**config.mk**
```make
export PLATFORM = sky130hd
export DESIGN_NAME = iob_soc_sut_bringup_seq
export DESIGN_NICKNAME = d
export VERILOG_FILES = /design/src/rtl/iob_soc_sut_bringup_seq.sv
export SDC_FILE = /design/constraint.sdc
export NUM_CORES = 1
export LEC_CHECK = 0
export ABC_AREA = 1
export BUFFER_PORTS_ARGS = -buffer_cell sky130_fd_sc_hd__buf_2
export CAP_MARGIN = 20
export CELL_PAD_IN_SITES_DETAIL_PLACEMENT = 0
export CELL_PAD_IN_SITES_GLOBAL_PLACEMENT = 1
export CORE_ASPECT_RATIO = 1.2
export CORE_MARGIN = 2
export CORE_UTILIZATION = 42
export DETAILED_ROUTE_END_ITERATION = 8
export PLACE_DENSITY_LB_ADDON = 0.1
export SETUP_SLACK_MARGIN = 0.15
export SLEW_MARGIN = 0
export SYNTH_ARGS = -nofsm -noshare
export SYNTH_HDL_FRONTEND = slang
export SYNTH_SLANG_ARGS = --single-unit
```
**constraint.sdc**
```tcl
create_clock -name clk_i -period 1.6 [get_ports clk_i]
set_input_delay 0.08 -clock clk_i [delete_from_list [all_inputs] [get_ports clk_i]]
set_output_delay 0.08 -clock clk_i [all_outputs]
set_load 0.01 [all_outputs]
```
**src/rtl/iob_soc_sut_bringup_seq.sv**
```systemverilog
// ----------------------------------------------------------------------------
// iob_soc_sut_bringup_seq
//
// Board bring-up and reset sequencer for the SUT FPGA wrapper. Waits for a
// stable PLL lock, optionally for DDR3 init_done, then pulses the Ethernet
// PHY reset, waits for the PHY to settle and finally releases system reset.
// Losing lock anywhere past WAIT_LOCK (except FAULT) restarts the sequence.
// A software request in RUN re-runs only the PHY reset / settle phases.
//
// Optional feature (macro IOB_SOC_SUT_BRINGUP_EXTMEM_EN):
//   defined   - WAIT_INIT qualifies init_done_i with a timeout into FAULT,
//               which is left by retry_i.
//   undefined - WAIT_LOCK goes straight to PHY_RST; init_done_i, retry_i and
//               INIT_TIMEOUT_CYC are unused and fault_o is tied low.
//
// Ports:
//   clk_i         system clock
//   rst_i         synchronous active-high reset
//   pll_locked_i  PLL lock (synchronous to clk_i)
//   init_done_i   DDR3 controller init done (synchronous)
//   soft_rst_i    single-cycle PHY/system re-reset request (RUN only)
//   retry_i       single-cycle request to leave FAULT
//   sys_rst_o     system reset, active-high, low only in RUN
//   phy_resetn_o  Ethernet PHY reset, active-low
//   ready_o       high in RUN
//   fault_o       high in FAULT
//   state_o       current state encoding
// ----------------------------------------------------------------------------
module iob_soc_sut_bringup_seq #(
    parameter int unsigned LOCK_STABLE_CYC  = 16,
    parameter int unsigned PHY_RST_CYC      = 1000,
    parameter int unsigned PHY_WAIT_CYC     = 5000,
    parameter int unsigned INIT_TIMEOUT_CYC = 1048575,
    parameter int unsigned CNT_W            = 24
) (
    input  logic       clk_i,
    input  logic       rst_i,
    input  logic       pll_locked_i,
    input  logic       init_done_i,
    input  logic       soft_rst_i,
    input  logic       retry_i,
    output logic       sys_rst_o,
    output logic       phy_resetn_o,
    output logic       ready_o,
    output logic       fault_o,
    output logic [2:0] state_o
);

    typedef enum logic [2:0] {
        StWaitLock = 3'd0,
        StWaitInit = 3'd1,
        StPhyRst   = 3'd2,
        StPhyWait  = 3'd3,
        StRun      = 3'd4,
        StFault    = 3'd5
    } state_e;

    // Terminal counts: each state leaves on the cycle its counter hits these.
    localparam logic [CNT_W-1:0] LockLast    = CNT_W'(LOCK_STABLE_CYC - 1);
    localparam logic [CNT_W-1:0] PhyRstLast  = CNT_W'(PHY_RST_CYC - 1);
    localparam logic [CNT_W-1:0] PhyWaitLast = CNT_W'(PHY_WAIT_CYC - 1);

    state_e           state_q, state_d;
    logic [CNT_W-1:0] cnt_q, cnt_d;

`ifdef IOB_SOC_SUT_BRINGUP_EXTMEM_EN
    localparam logic [CNT_W-1:0] TimeoutLast = CNT_W'(INIT_TIMEOUT_CYC - 1);
    logic fault_q;
`else
    logic unused_ext;
    assign unused_ext = ^{init_done_i, retry_i, (INIT_TIMEOUT_CYC == 0)};
`endif

    always_comb begin
        state_d = state_q;
        cnt_d   = cnt_q + CNT_W'(1);
        case (state_q)
            StWaitLock: begin
                if (!pll_locked_i) begin
                    cnt_d = '0;
                end else if (cnt_q == LockLast) begin
`ifdef IOB_SOC_SUT_BRINGUP_EXTMEM_EN
                    state_d = StWaitInit;
`else
                    state_d = StPhyRst;
`endif
                end
            end
`ifdef IOB_SOC_SUT_BRINGUP_EXTMEM_EN
            StWaitInit: begin
                // Lock loss beats init_done, which beats the timeout.
                if (!pll_locked_i) begin
                    state_d = StWaitLock;
                end else if (init_done_i) begin
                    state_d = StPhyRst;
                end else if (cnt_q == TimeoutLast) begin
                    state_d = StFault;
                end
            end
`endif
            StPhyRst: begin
                if (!pll_locked_i) begin
                    state_d = StWaitLock;
                end else if (cnt_q == PhyRstLast) begin
                    state_d = StPhyWait;
                end
            end
            StPhyWait: begin
                if (!pll_locked_i) begin
                    state_d = StWaitLock;
                end else if (cnt_q == PhyWaitLast) begin
                    state_d = StRun;
                end
            end
            StRun: begin
                // No timed exit, so the counter is parked to avoid wrapping.
                cnt_d = '0;
                if (!pll_locked_i) begin
                    state_d = StWaitLock;
                end else if (soft_rst_i) begin
                    state_d = StPhyRst;
                end
            end
`ifdef IOB_SOC_SUT_BRINGUP_EXTMEM_EN
            StFault: begin
                cnt_d = '0;
                if (retry_i) begin
                    state_d = StWaitLock;
                end
            end
`endif
            default: begin
                // Illegal codes (and disabled states) recover to WAIT_LOCK.
                state_d = StWaitLock;
                cnt_d   = '0;
            end
        endcase

        if (state_d != state_q) begin
            cnt_d = '0;
        end
    end

    // Outputs are registered from the next state so they line up exactly with
    // state_q and never glitch.
    always_ff @(posedge clk_i) begin
        if (rst_i) begin
            state_q      <= StWaitLock;
            cnt_q        <= '0;
            sys_rst_o    <= 1'b1;
            phy_resetn_o <= 1'b0;
            ready_o      <= 1'b0;
`ifdef IOB_SOC_SUT_BRINGUP_EXTMEM_EN
            fault_q      <= 1'b0;
`endif
        end else begin
            state_q      <= state_d;
            cnt_q        <= cnt_d;
            sys_rst_o    <= (state_d != StRun);
            phy_resetn_o <= (state_d == StPhyWait) || (state_d == StRun);
            ready_o      <= (state_d == StRun);
`ifdef IOB_SOC_SUT_BRINGUP_EXTMEM_EN
            fault_q      <= (state_d == StFault);
`endif
        end
    end

`ifdef IOB_SOC_SUT_BRINGUP_EXTMEM_EN
    assign fault_o = fault_q;
`else
    assign fault_o = 1'b0;
`endif

    assign state_o = state_q;

endmodule

```
* Word level (Yosys, flattened, before mapping)
Cells that the tools add are included.
W data, S select, Z words.
** Cells by class
- Add/sub/neg operators :: 1
- Eq/ne operators :: 10
- Muxes and demuxes :: 11
- Reduce and logical (&&, ||, !) cells :: 4
** Operators with widths (number)
- $pmux W24 S2 :: 1
- $add A24 B1 Y24 const B :: 1
- $eq A24 B10 Y1 const B :: 1
- $eq A24 B13 Y1 const B :: 1
- $eq A24 B4 Y1 const B :: 1
- $mux W24 :: 1
- $mux W3 :: 8
- $pmux W3 S4 :: 1
- $eq A3 B2 Y1 const B :: 3
- $eq A3 B3 Y1 const B :: 2
- $reduce_or A2 Y1 :: 2
- $logic_not A3 Y1 :: 1
- $ne A3 B3 Y1 :: 1
- $ne A3 B3 Y1 const B :: 1
- $logic_or A1 B1 Y1 :: 1
** Storage, ports and cells
- Bits in registers :: 30
- Input port bits :: 6
- Output and inout bits :: 7

* Longest topological paths before layout
Gate-level depths: netlist of run 1.
- Word-level depth :: 6
- Gate-level depth with buffers :: 11
- Gate-level depth less buffers :: 11

* Least setup slack after synthesis of run 1
OpenSTA, ideal clock, no wires.
- Kind :: register to register
- Start :: reg cnt_q[0]
- End :: reg cnt_q[12]
- Setup time :: 0.115 ns
- Arrival :: 1.389 ns
- Data required time :: 1.485 ns
- Slack :: 0.095 ns
- Cell stages (with the launch flop) :: 10
- Buffers on the path :: 1
- Clock period less this slack :: 1.505 ns
- Cell sequence :: dfxtp_1 > ha_1 > nand3_2 > nor2_1 > nand3_1 > a21oi_1 > nor2_2 > nand2_4 > buf_6 > nor2_1
** On the way
- Longest elaborated chain between the ends :: 6
- Elaborated cells between the ends (all ways) :: 15
- Those cells by class :: add/sub (1); eq/ne (4); mux (9); reduce/logical (1)
** RTL lines
- start: declaration :: RTL line 64 : logic [CNT_W-1:0] cnt_q, cnt_d;
- start signal: assignment :: RTL line 158 : cnt_q <= cnt_d;
- branches (longest 6 deep; another with $add A24 B1 Y24)
Several ways; the timed one is not identified.
A chain may end at the register's enable or synchronous reset.

* Worst setup path in the final report of run 1
- Start :: reg cnt_q[1]
- End :: reg cnt_q[23]
Same word-level chain as after synthesis.

==> results.md, run 1 <==
- Status: finished clean
- Switching Share: 0.2231
- Number of global-route vias before repair: 1524
- Max Cap Viol: 0
- Final WL: 4012 µm
- Longest Clk Path Bufs: 2
- Distinct cell type count after synthesis: 28
- Starting Density: 0.4281
- H-tree depth: 2
- Hold WS: 0.02734 ns
- CP peak stage delay: 0.35 ns
- Power share of the combinational group: 0.034
- Core area: 3879 µm²
- First-pass GRT wire length: 6658 µm
- DRC viols: 0
- CP bufs+invs: 1
- Final Skew: 0.002228 ns
- Die width: 61.40 µm
- Total power: 1.369 mW
- Min Tclk post-route: 1.480 ns
- Worst Path Max Fanout: 5
- Fmax: 0.6755 GHz
- Crit path DAT: 1.66 ns
- Port bufs: 9
- Mapped Cells: 246
- Site Rows: 25
- Cells taking the most area after synthesis: dfxtp_1 36%, nor2_1 13%, nand2_1 12%
- Most frequent cell after synthesis: nor2_1
- Critical path's top delay family: simple AND/OR/NAND/NOR gates
- Clk_lat worst skew: 0.28 ns
- CP dominant cell by count: nor2_4
- Warnings from Yosys: 0
- Routability cong.: 0.8105
- Slew Limit Fails: 0
- EDFF count, synth: 0
- Clock transition at the registers of the reported paths: 0.06 ns
- Antenna fix cells: 0
- Filler cells: 388
- Hold Buf Count CTS: 0
- Via density: 4.766
- GRT overflow: 0
- Vias after detailed routing: 1630
- DP Cell Count: 327
- Fin crit share: 0.9252
- DP Wirelength: 2940 µm
- Nets: 295
- PwrDens: 622.9 nW/µm²
- Avg WL per Cell: 11.73 µm
- CP Capture Type: flip-flop
- Ys flop type: dfxtp_1
- Pint: 1.063 mW
- Post-synth top cells: 56 x nor2_1, 53 x nand2_1, 30 x dfxtp_1, 28 x inv_1, 13 x nor3_1
- WHS Path Cells: 2
- Synth Cell Area: 1660 µm²
- GR Util All Layers: 0.2037
- Critical path cell sequence: buf_4, nand2_2, nor2_4, nand3_4, nor2_4, nand2_4, nor2_4, nand2_2, nor3_2, nor2_1
- Critical path launch point type: flip-flop
- Top-area cell type share of the netlist area: 0.3617
- Mean Syn Cell Area: 6.749 µm²
- Non-Filler Instances: 342
- Sequential power share: 0.548
- Ports: 13
- Seq/Total Area, Yosys: 0.3617
- Core Util, Final: 0.5665
- Number of buffers created by CTS: 5
- Endpoints failing hold: 0
- CP Depth: 10
- TritonRoute pass-1 iters: 4
- Final setup viols: 0
- Data required, critical path: 1.78 ns
- Synth area leader: dfxtp_1
- Flop2flop setup slack: 0.12 ns
- Switching power: 0.3054 mW
- Worst Hold Class: primary input to flip-flop
- Pin count of the biggest net entering global routing: 9
- Clock share of power: 0.418
- Setup slack at placement: 0.004825 ns
- Share of layout cells above drive strength 1: 0.3368
- Total clock sinks: 30
- VDD IR-drop max: 0.3990 mV
- Async S/R FF share, synth: 0
- Post-synthesis register bit count: 30
- DRT antenna net count: 0
- Worst R2R Path Depth: 10
- Area grow syn2layout: 32.33%
- Initial antenna violation count: 0
- CTS tree: built
- Setup CP Type: flip-flop to flip-flop
- Initial DRC count: 65
- Slowest CP cell: dfxtp_2
- Unrepaired setup endpoints after global routing: yes
- Root buffer cell: clkbuf_8
- Leakage power: 0.8975 nW
- Setup ws final: 0.1197 ns
- Die area: 4474 µm²
- Syn_nets: 253
- Die height: 72.88 µm
## metal layers
metal | up-vias | GRT usage | wire length, µm
li1 | 875 | - | -
met1 | 726 | 0.2410 | 1798
met2 | 21 | 0.3452 | 2011
met3 | 8 | 0.04787 | 111
met4 | 0 | 0.08511 | 91
met5 | - | 0 | 0
## final timing paths
path,from,end
hold / removal,rst_i,state_o[0]$_SDFF_PP0_
setup / recovery,cnt_q[1]$_SDFF_PP0_,cnt_q[23]$_SDFF_PP0_
setup reg to reg,cnt_q[1]$_SDFF_PP0_,cnt_q[23]$_SDFF_PP0_
hold reg to reg,cnt_q[0]$_SDFF_PP0_,cnt_q[0]$_SDFF_PP0_
## cell families (layout without fill, tap and decap cells)
family | Yosys count | after routing | share of synthesized area
and+or+nand+nor | 163 | 164 | 0.4687
buffers and inverters | 32 | 73 | 0.07988
DFF | 30 | 30 | 0.3617
AOI/OAI and AO/OA | 12 | 12 | 0.04295
xor gates and xnor gates | 7 | 7 | 0.03693
adders and majority gates | 1 | 1 | 0.007535
other | 1 | 1 | 0.002259
## state kept, by name, indices dropped and copies added (netlist names)
name	cells
phy_resetn_o	1
cnt_q	24
state_o	3
ready_o	1
sys_rst_o	1
## worst register-to-register path, cell delays in order (launching register included)
cell and delay, ns:
dfxtp_2 0.35, buf_4 0.11, nand2_2 0.06, nor2_4 0.14, nand3_4 0.10, nor2_4 0.15
nand2_4 0.09, nor2_4 0.15, nand2_2 0.07, nor3_2 0.10, nor2_1 0.06
## metrics by stage
stage	setup TNS (ns)	cell area [µm²]
floorplan	0	1672
global placement	0	1918
detailed placement	0	1918
CTS	0	2105
global route	-0.04532	2197
finish	0	2197
## power by group through the flow
stage | combinational (mW) | clock (mW) | sequential [mW]
2_1_floorplan | 0.0289 | 0 | 0.768
3_3_place_gp | 0.0414 | 0 | 0.768
3_5_place_dp | 0.0413 | 0 | 0.768
4_1_cts | 0.0455 | 0.592 | 0.750
5_1_grt | 0.0525 | 0.621 | 0.750
6_report | 0.0464 | 0.572 | 0.751
## layout make-up
class / count / area [µm²] / share of cell area
Multi-Input combinational cell: 185 / 1070 / 0.4869
Sequential cell: 30 / 619.3 / 0.2819
Timing Repair Buffer: 37 / 255.2 / 0.1162
Inverter: 29 / 108.9 / 0.04954
Clock buffer: 7 / 76.32 / 0.03474
Tap cell: 54 / 67.56 / 0.03075
## cell usage in the layout (no fill, tap or decap), drive strengths merged, types with 3 or more instances in the layout
master and instances:
a21oi 5, a31oi 4, buf 37, clkbuf 7, dfxtp 30, inv 29
nand2 57, nand3 12, nand4 10, nor2 65, nor3 16, nor4 3
xor2 6
## repair_timing
item	4_1_cts	5_1_grt
resized for setup	24	17
endpoints found under the hold margin	0	0
endpoints found under the setup margin	28	29
gates cloned	1	0
pin swaps	9	14
setup buffers	3	4
(Power assumes the default switching activity.)
==> run 2: changes to the inputs <==
--- a/config.mk
+++ b/config.mk
@@ -5,14 +5,13 @@
 export SDC_FILE = /design/constraint.sdc
 export NUM_CORES = 1
 export LEC_CHECK = 0
-export ABC_AREA = 1
 export BUFFER_PORTS_ARGS = -buffer_cell sky130_fd_sc_hd__buf_2
 export CAP_MARGIN = 20
 export CELL_PAD_IN_SITES_DETAIL_PLACEMENT = 0
 export CELL_PAD_IN_SITES_GLOBAL_PLACEMENT = 1
 export CORE_ASPECT_RATIO = 1.2
 export CORE_MARGIN = 2
-export CORE_UTILIZATION = 42
+export CORE_UTILIZATION = 44
 export DETAILED_ROUTE_END_ITERATION = 8
 export PLACE_DENSITY_LB_ADDON = 0.1
 export SETUP_SLACK_MARGIN = 0.15
==> results.md, run 2 <==
- Most common cell after layout, fill and taps aside: buf_4
- Hold WS: 0.1400 ns
- Largest register FFs: 24
- Site Rows: 23
- Port bufs: 9
- Biggest register: cnt_q
- Setup ws final: -0.1300 ns
- Total clock sinks: 30
- Worst Hold End: phy_resetn_o$_SDFF_PP0_
- Fmax: 0.5780 GHz
- Crit path DAT: 1.95 ns
- GRT overflow: 0
- Final WL: 4089 µm
- Worst Path Max Fanout: 5
- TritonRoute pass-1 iters: 4
- GR Util All Layers: 0.2295
- Avg WL per Cell: 15.26 µm
- Vias after detailed routing: 1539
- Initial DRC count: 61
- Worst Hold Class: primary input to flip-flop
- Filler cells: 294
- Ys flop type: dfxtp_1
- DRT antenna net count: 0
- Seq/Total Area, Yosys: 0.3874
- Via density: 5.743
- Antenna fix cells: 0
- Hold Buf Count CTS: 0
- Root buffer cell: clkbuf_8
- WHS Path Cells: 3
- Number of buffers created by CTS: 5
- Flop2flop setup slack: -0.13 ns
- Post-synth top cells: 30 x dfxtp_1, 11 x a21oi_1, 11 x nor2_1, 10 x nand2_1
- Endpoints failing hold: 0
- Initial antenna violation count: 0
- Critical path launch point type: flip-flop
- Routability cong.: 0.8042
- EDFF count, synth: 0
- Leakage power: 0.8148 nW
- CP Capture Type: flip-flop
- Core area: 3367 µm²
- Top-area cell type share of the netlist area: 0.3874
- Reg-to-Reg Start: cnt_q[9]$_SDFF_PP0_
- Clk_lat worst skew: 0.28 ns
- Area grow syn2layout: 43.50%
- First-pass GRT wire length: 7127 µm
- Mean Syn Cell Area: 8.909 µm²
- Warnings from Yosys: 0
- Starting Density: 0.4604
- CTS tree: built
- Data required, critical path: 1.82 ns
- Number of global-route vias before repair: 1580
- Share of layout cells above drive strength 1: 0.4632
- VDD IR-drop max: 0.5606 mV
- Nets: 237
- Synth area leader: dfxtp_1
- Most frequent cells in the layout: 42 x buf_4, 14 x dfxtp_1, 11 x nor2_1
- Die height: 69.02 µm
- DRC viols: 0
- H-tree depth: 2
- Pin count of the biggest net entering global routing: 25
- Post-synthesis register bit count: 30
- Distinct cell type count after synthesis: 43
- Ports: 13
- Syn_nets: 181
- Setup slack at placement: -0.1605 ns
- Fin crit share: 1.081
- Mapped Cells: 174
- Slew Limit Fails: 0
- Failing checks: negative setup slack
- Final Skew: 0.002160 ns
- Setup TNS: -1.506 ns
- Die width: 58.19 µm
- DP Wirelength: 2765 µm
- Max Cap Viol: 0
- Crit Reg-Reg Endpoint: cnt_q[20]$_SDFF_PP0_
- Setup CP Type: flip-flop to flip-flop
- Die area: 4016 µm²
- PwrDens: 638.2 nW/µm²
- Clock transition at the registers of the reported paths: 0.06 ns
- Unrepaired setup endpoints after global routing: yes
- Async S/R FF share, synth: 0
- Most frequent cell after synthesis: dfxtp_1
- Cells taking the most area after synthesis: dfxtp_1 39%, xnor2_1 5.1%, a211oi_1 4.4%
- Longest Clk Path Bufs: 2
- Synth Cell Area: 1550 µm²
- Final setup viols: 21
- Worst Hold Launch: soft_rst_i
- Min Tclk post-route: 1.730 ns
- Worst R2R Path Depth: 5
- Status: finished with violations
[run 2: cell types whose count changed in the layout (fill, tap and decap cells not counted), sizes merged, moves of 5 or more]
cell,delta
a21oi,+7
nor2,-54
nand4,-5
o21ai,+8
o31ai,+7
a211oi,+9
inv,-22
nand2,-47
nor3,-11
or4,+11
buf,+17
or3,+6
xnor2,+8
[run 2: timing repair]
item | 4_1_cts | 5_1_grt
endpoints found under the hold margin | 0 | 0
setup endpoints to repair | 30 | 30
buffers inserted | 5 | 0
pin swaps | 9 | 2
gates resized for setup | 17 | 7
cloned | 2 | 0
[run 2: worst max-delay path by stage]
stage,endpoint,startpoint,depth (start not counted),slack (ns)
global placement,cnt_q[18]$_SDFF_PP0_,cnt_q[1]$_SDFF_PP0_,5,-0.14
detailed placement,cnt_q[20]$_SDFF_PP0_,cnt_q[1]$_SDFF_PP0_,5,-0.16
floorplan,cnt_q[18]$_SDFF_PP0_,cnt_q[1]$_SDFF_PP0_,6,-0.19
CTS,cnt_q[23]$_SDFF_PP0_,cnt_q[3]$_SDFF_PP0_,4,-0.13
global route,cnt_q[23]$_SDFF_PP0_,cnt_q[8]$_SDFF_PP0_,4,-0.20
finish,cnt_q[20]$_SDFF_PP0_,cnt_q[9]$_SDFF_PP0_,5,-0.13
[run 2: where the power goes]
part | internal [mW] | total (mW) | switching (mW)
combinational | 0.0185 | 0.0422 | 0.0237
clock | 0.346 | 0.634 | 0.288
sequential | 0.741 | 0.743 | 0.00252
[run 2: layout make-up]
type / count / area, µm² / share of cell area
clock buffers: 7 / 86.33 / 0.03881
clock inverters: 1 / 5.005 / 0.002250
inverters: 7 / 26.28 / 0.01181
multi-input cells: 132 / 1022 / 0.4595
flip-flops and latches: 30 / 635.6 / 0.2857
well taps: 37 / 46.29 / 0.02081
repair buffers: 54 / 402.9 / 0.1811
[run 2: kinds of logic (layout without fill, tap and decap cells)]
kind of cell,count (synthesis),count (layout),share of synthesized area
other cells,1,1,0.002419
fa+ha+maj,1,1,0.008070
flops,30,30,0.3874
xor+xnor,11,11,0.06215
compound gates,47,47,0.2195
buf+inv,14,69,0.05085
simple gates,70,72,0.2696
[run 2: critical path: stages (launching register included)]
cell and delay (ns):
dfxtp_2 0.36, nand4_1 0.14, buf_4 0.18, or4_4 0.44, or4_1 0.41, a21oi_1 0.13
[run 2: through the flow]
step	utilization	instances	cell area [µm²]	total power, mW
after CTS	0.6577	268	2215	1.432
final	0.6607	268	2225	1.420
after floorplan	-	174	1672	0.7879
after global routing	0.6607	268	2225	1.479
after global placement	0.5949	253	2003	0.7949
after detailed placement	0.5949	253	2003	0.7960
[run 2: per-layer routing]
layer / track usage / up-vias / share of wire
li1: - / 765 / -
met3: 0.05816 / 10 / 0.029
met2: 0.3902 / 31 / 0.54
met5: 0 / - / 0
met1: 0.2611 / 733 / 0.41
met4: 0.1085 / 0 / 0.023
==> run 3: changes to the inputs <==
==> constraint.sdc (replaced) <==
create_clock -name clk_i -period 1.6 [get_ports clk_i]
set_input_delay 0.24 -clock clk_i [delete_from_list [all_inputs] [get_ports clk_i]]
set_output_delay 0.24 -clock clk_i [all_outputs]
set_load 0.01 [all_outputs]
==> results.md, run 3 (synthesis gave the netlist of run 2 again) <==
- Slew Limit Fails: 0
- Max Cap Viol: 0
- Clock transition at the registers of the reported paths: 0.06 ns
- DP Wirelength: 2645 µm
- Avg WL per Cell: 15.11 µm
- Core area: 3367 µm²
- GRT overflow: 0
- Number of buffers created by CTS: 5
- Critical path cell sequence: nor4_4, nand2_2, buf_6, o41ai_4, buf_4, a211oi_1
- CTS tree: built
- DRC viols: 0
- Site Rows: 23
- VDD IR-drop max: 0.5993 mV
- Largest register FFs: 24
- Non-Filler Instances: 275
- Switching power: 0.3063 mW
- Pint: 1.060 mW
- Nets: 244
- Setup ws final: -0.1209 ns
- Total clock sinks: 30
- Initial antenna violation count: 0
- Initial DRC count: 47
- Power share of the combinational group: 0.034
- Setup slack at placement: -0.1672 ns
- GR Util All Layers: 0.2130
- Via density: 5.655
- Most common cell after layout, fill and taps aside: buf_4
- Area grow syn2layout: 54.72%
- Number of global-route vias before repair: 1507
- Unrepaired setup endpoints after global routing: yes
- Endpoints failing hold: 0
- Fin crit share: 1.076
- Worst R2R Path Depth: 6
- Root buffer cell: clkbuf_8
- Setup CP Type: flip-flop to flip-flop
- Status: finished with violations
- Longest Clk Path Bufs: 2
- Pin count of the biggest net entering global routing: 15
- Biggest register: cnt_q
- Reg-to-Reg Start: cnt_q[19]$_SDFF_PP0_
- Routability cong.: 0.7472
- Clock share of power: 0.427
- Die area: 4016 µm²
- Clk_lat worst skew: 0.29 ns
- DP Cell Count: 253
- Fmax: 0.5811 GHz
- Switching Share: 0.2241
- H-tree depth: 2
- Final Skew: 0.006235 ns
- Sequential power share: 0.539
- Die height: 69.02 µm
- Flop2flop setup slack: -0.12 ns
- Leakage power: 0.8639 nW
- Starting Density: 0.4604
- Slowest CP cell: o41ai_4
- Worst Hold End: phy_resetn_o$_SDFF_PP0_
- CP peak stage delay: 0.41 ns
- WHS Path Cells: 3
- Share of layout cells above drive strength 1: 0.5504
- Worst Hold Class: primary input to flip-flop
- Setup TNS: -2.146 ns
- Ports: 13
- Antenna fix cells: 0
- Failing checks: negative setup slack
- Die width: 58.19 µm
- Data required, critical path: 1.77 ns
- Port bufs: 9
- PwrDens: 569.7 nW/µm²
- Crit path DAT: 1.89 ns
- Worst Path Max Fanout: 4
- Final setup viols: 25
- Final WL: 4156 µm
- CP bufs+invs: 2
- Critical path launch point type: flip-flop
- Most frequent cells in the layout: 45 x buf_4, 14 x dfxtp_1, 11 x dfxtp_4
- Worst Hold Launch: soft_rst_i
- Critical path's top delay family: compound AO/OA/AOI/OAI gates
- Crit Reg-Reg Endpoint: cnt_q[4]$_SDFF_PP0_
- First-pass GRT wire length: 6672 µm
- TritonRoute pass-1 iters: 5
- Min Tclk post-route: 1.721 ns
- CP Capture Type: flip-flop
- Hold WS: 0.2957 ns
- Vias after detailed routing: 1555
- DRT antenna net count: 0
run 3: timing repair:
action                                 4_1_cts  5_1_grt
cloned                                       2        2
endpoints found under the hold margin        0        0
hold buffers                                 0        0
pin swaps                                    9        9
resized for setup                           16       39
buffers inserted                             6        4
setup endpoints to repair                   30       30
run 3: tightest hold or removal path: stages:
cell and delay, ns:
buf_2 0.11, or3_1 0.12, a221oi_2 0.06
run 3: cell type report:
type                    instances  area, µm²
multi-input cells             132       1132
fillers                       281      968.4
flip-flops and latches         30      648.1
repair buffers                 61      465.4
clock buffers                   8      80.08
well taps                      37      46.29
inverters                       7      26.28
run 3: metrics by stage:
stage	instance area, µm²	utilization	total power, mW
after floorplan	1672	-	0.7879
after global placement	1991	0.5912	0.7928
after detailed placement	1991	0.5912	0.7937
after CTS	2192	0.6511	1.377
after global routing	2399	0.7124	1.417
final	2399	0.7124	1.367
run 3: how the worst max path moves through the flow:
stage                                      end  cells after the start                  from  slack, ns
after global routing      cnt_q[15]$_SDFF_PP0_                      5   cnt_q[3]$_SDFF_PP0_      -0.18
after detailed placement  cnt_q[22]$_SDFF_PP0_                      5   cnt_q[1]$_SDFF_PP0_      -0.17
after floorplan           cnt_q[18]$_SDFF_PP0_                      6   cnt_q[1]$_SDFF_PP0_      -0.19
final                      cnt_q[4]$_SDFF_PP0_                      6  cnt_q[19]$_SDFF_PP0_      -0.12
after CTS                 cnt_q[22]$_SDFF_PP0_                      5   cnt_q[1]$_SDFF_PP0_      -0.13
after global placement    cnt_q[22]$_SDFF_PP0_                      5   cnt_q[1]$_SDFF_PP0_      -0.14
run 3: routing by layer:
metal  track usage  wire length [µm]  part of all wire
met4       0.05943                60             0.014
met3       0.05066               140             0.034
met1        0.2474              1710              0.41
met2        0.3788              2244              0.54
met5             0                 0                 0
run 3: power groups by stage:
stage,clock (mW),combinational (mW),sequential (mW)
floorplan,0,0.0267,0.761
global placement,0,0.0314,0.761
detailed placement,0,0.0322,0.762
CTS,0.599,0.0351,0.743
global route,0.630,0.0508,0.737
finish,0.584,0.0459,0.737
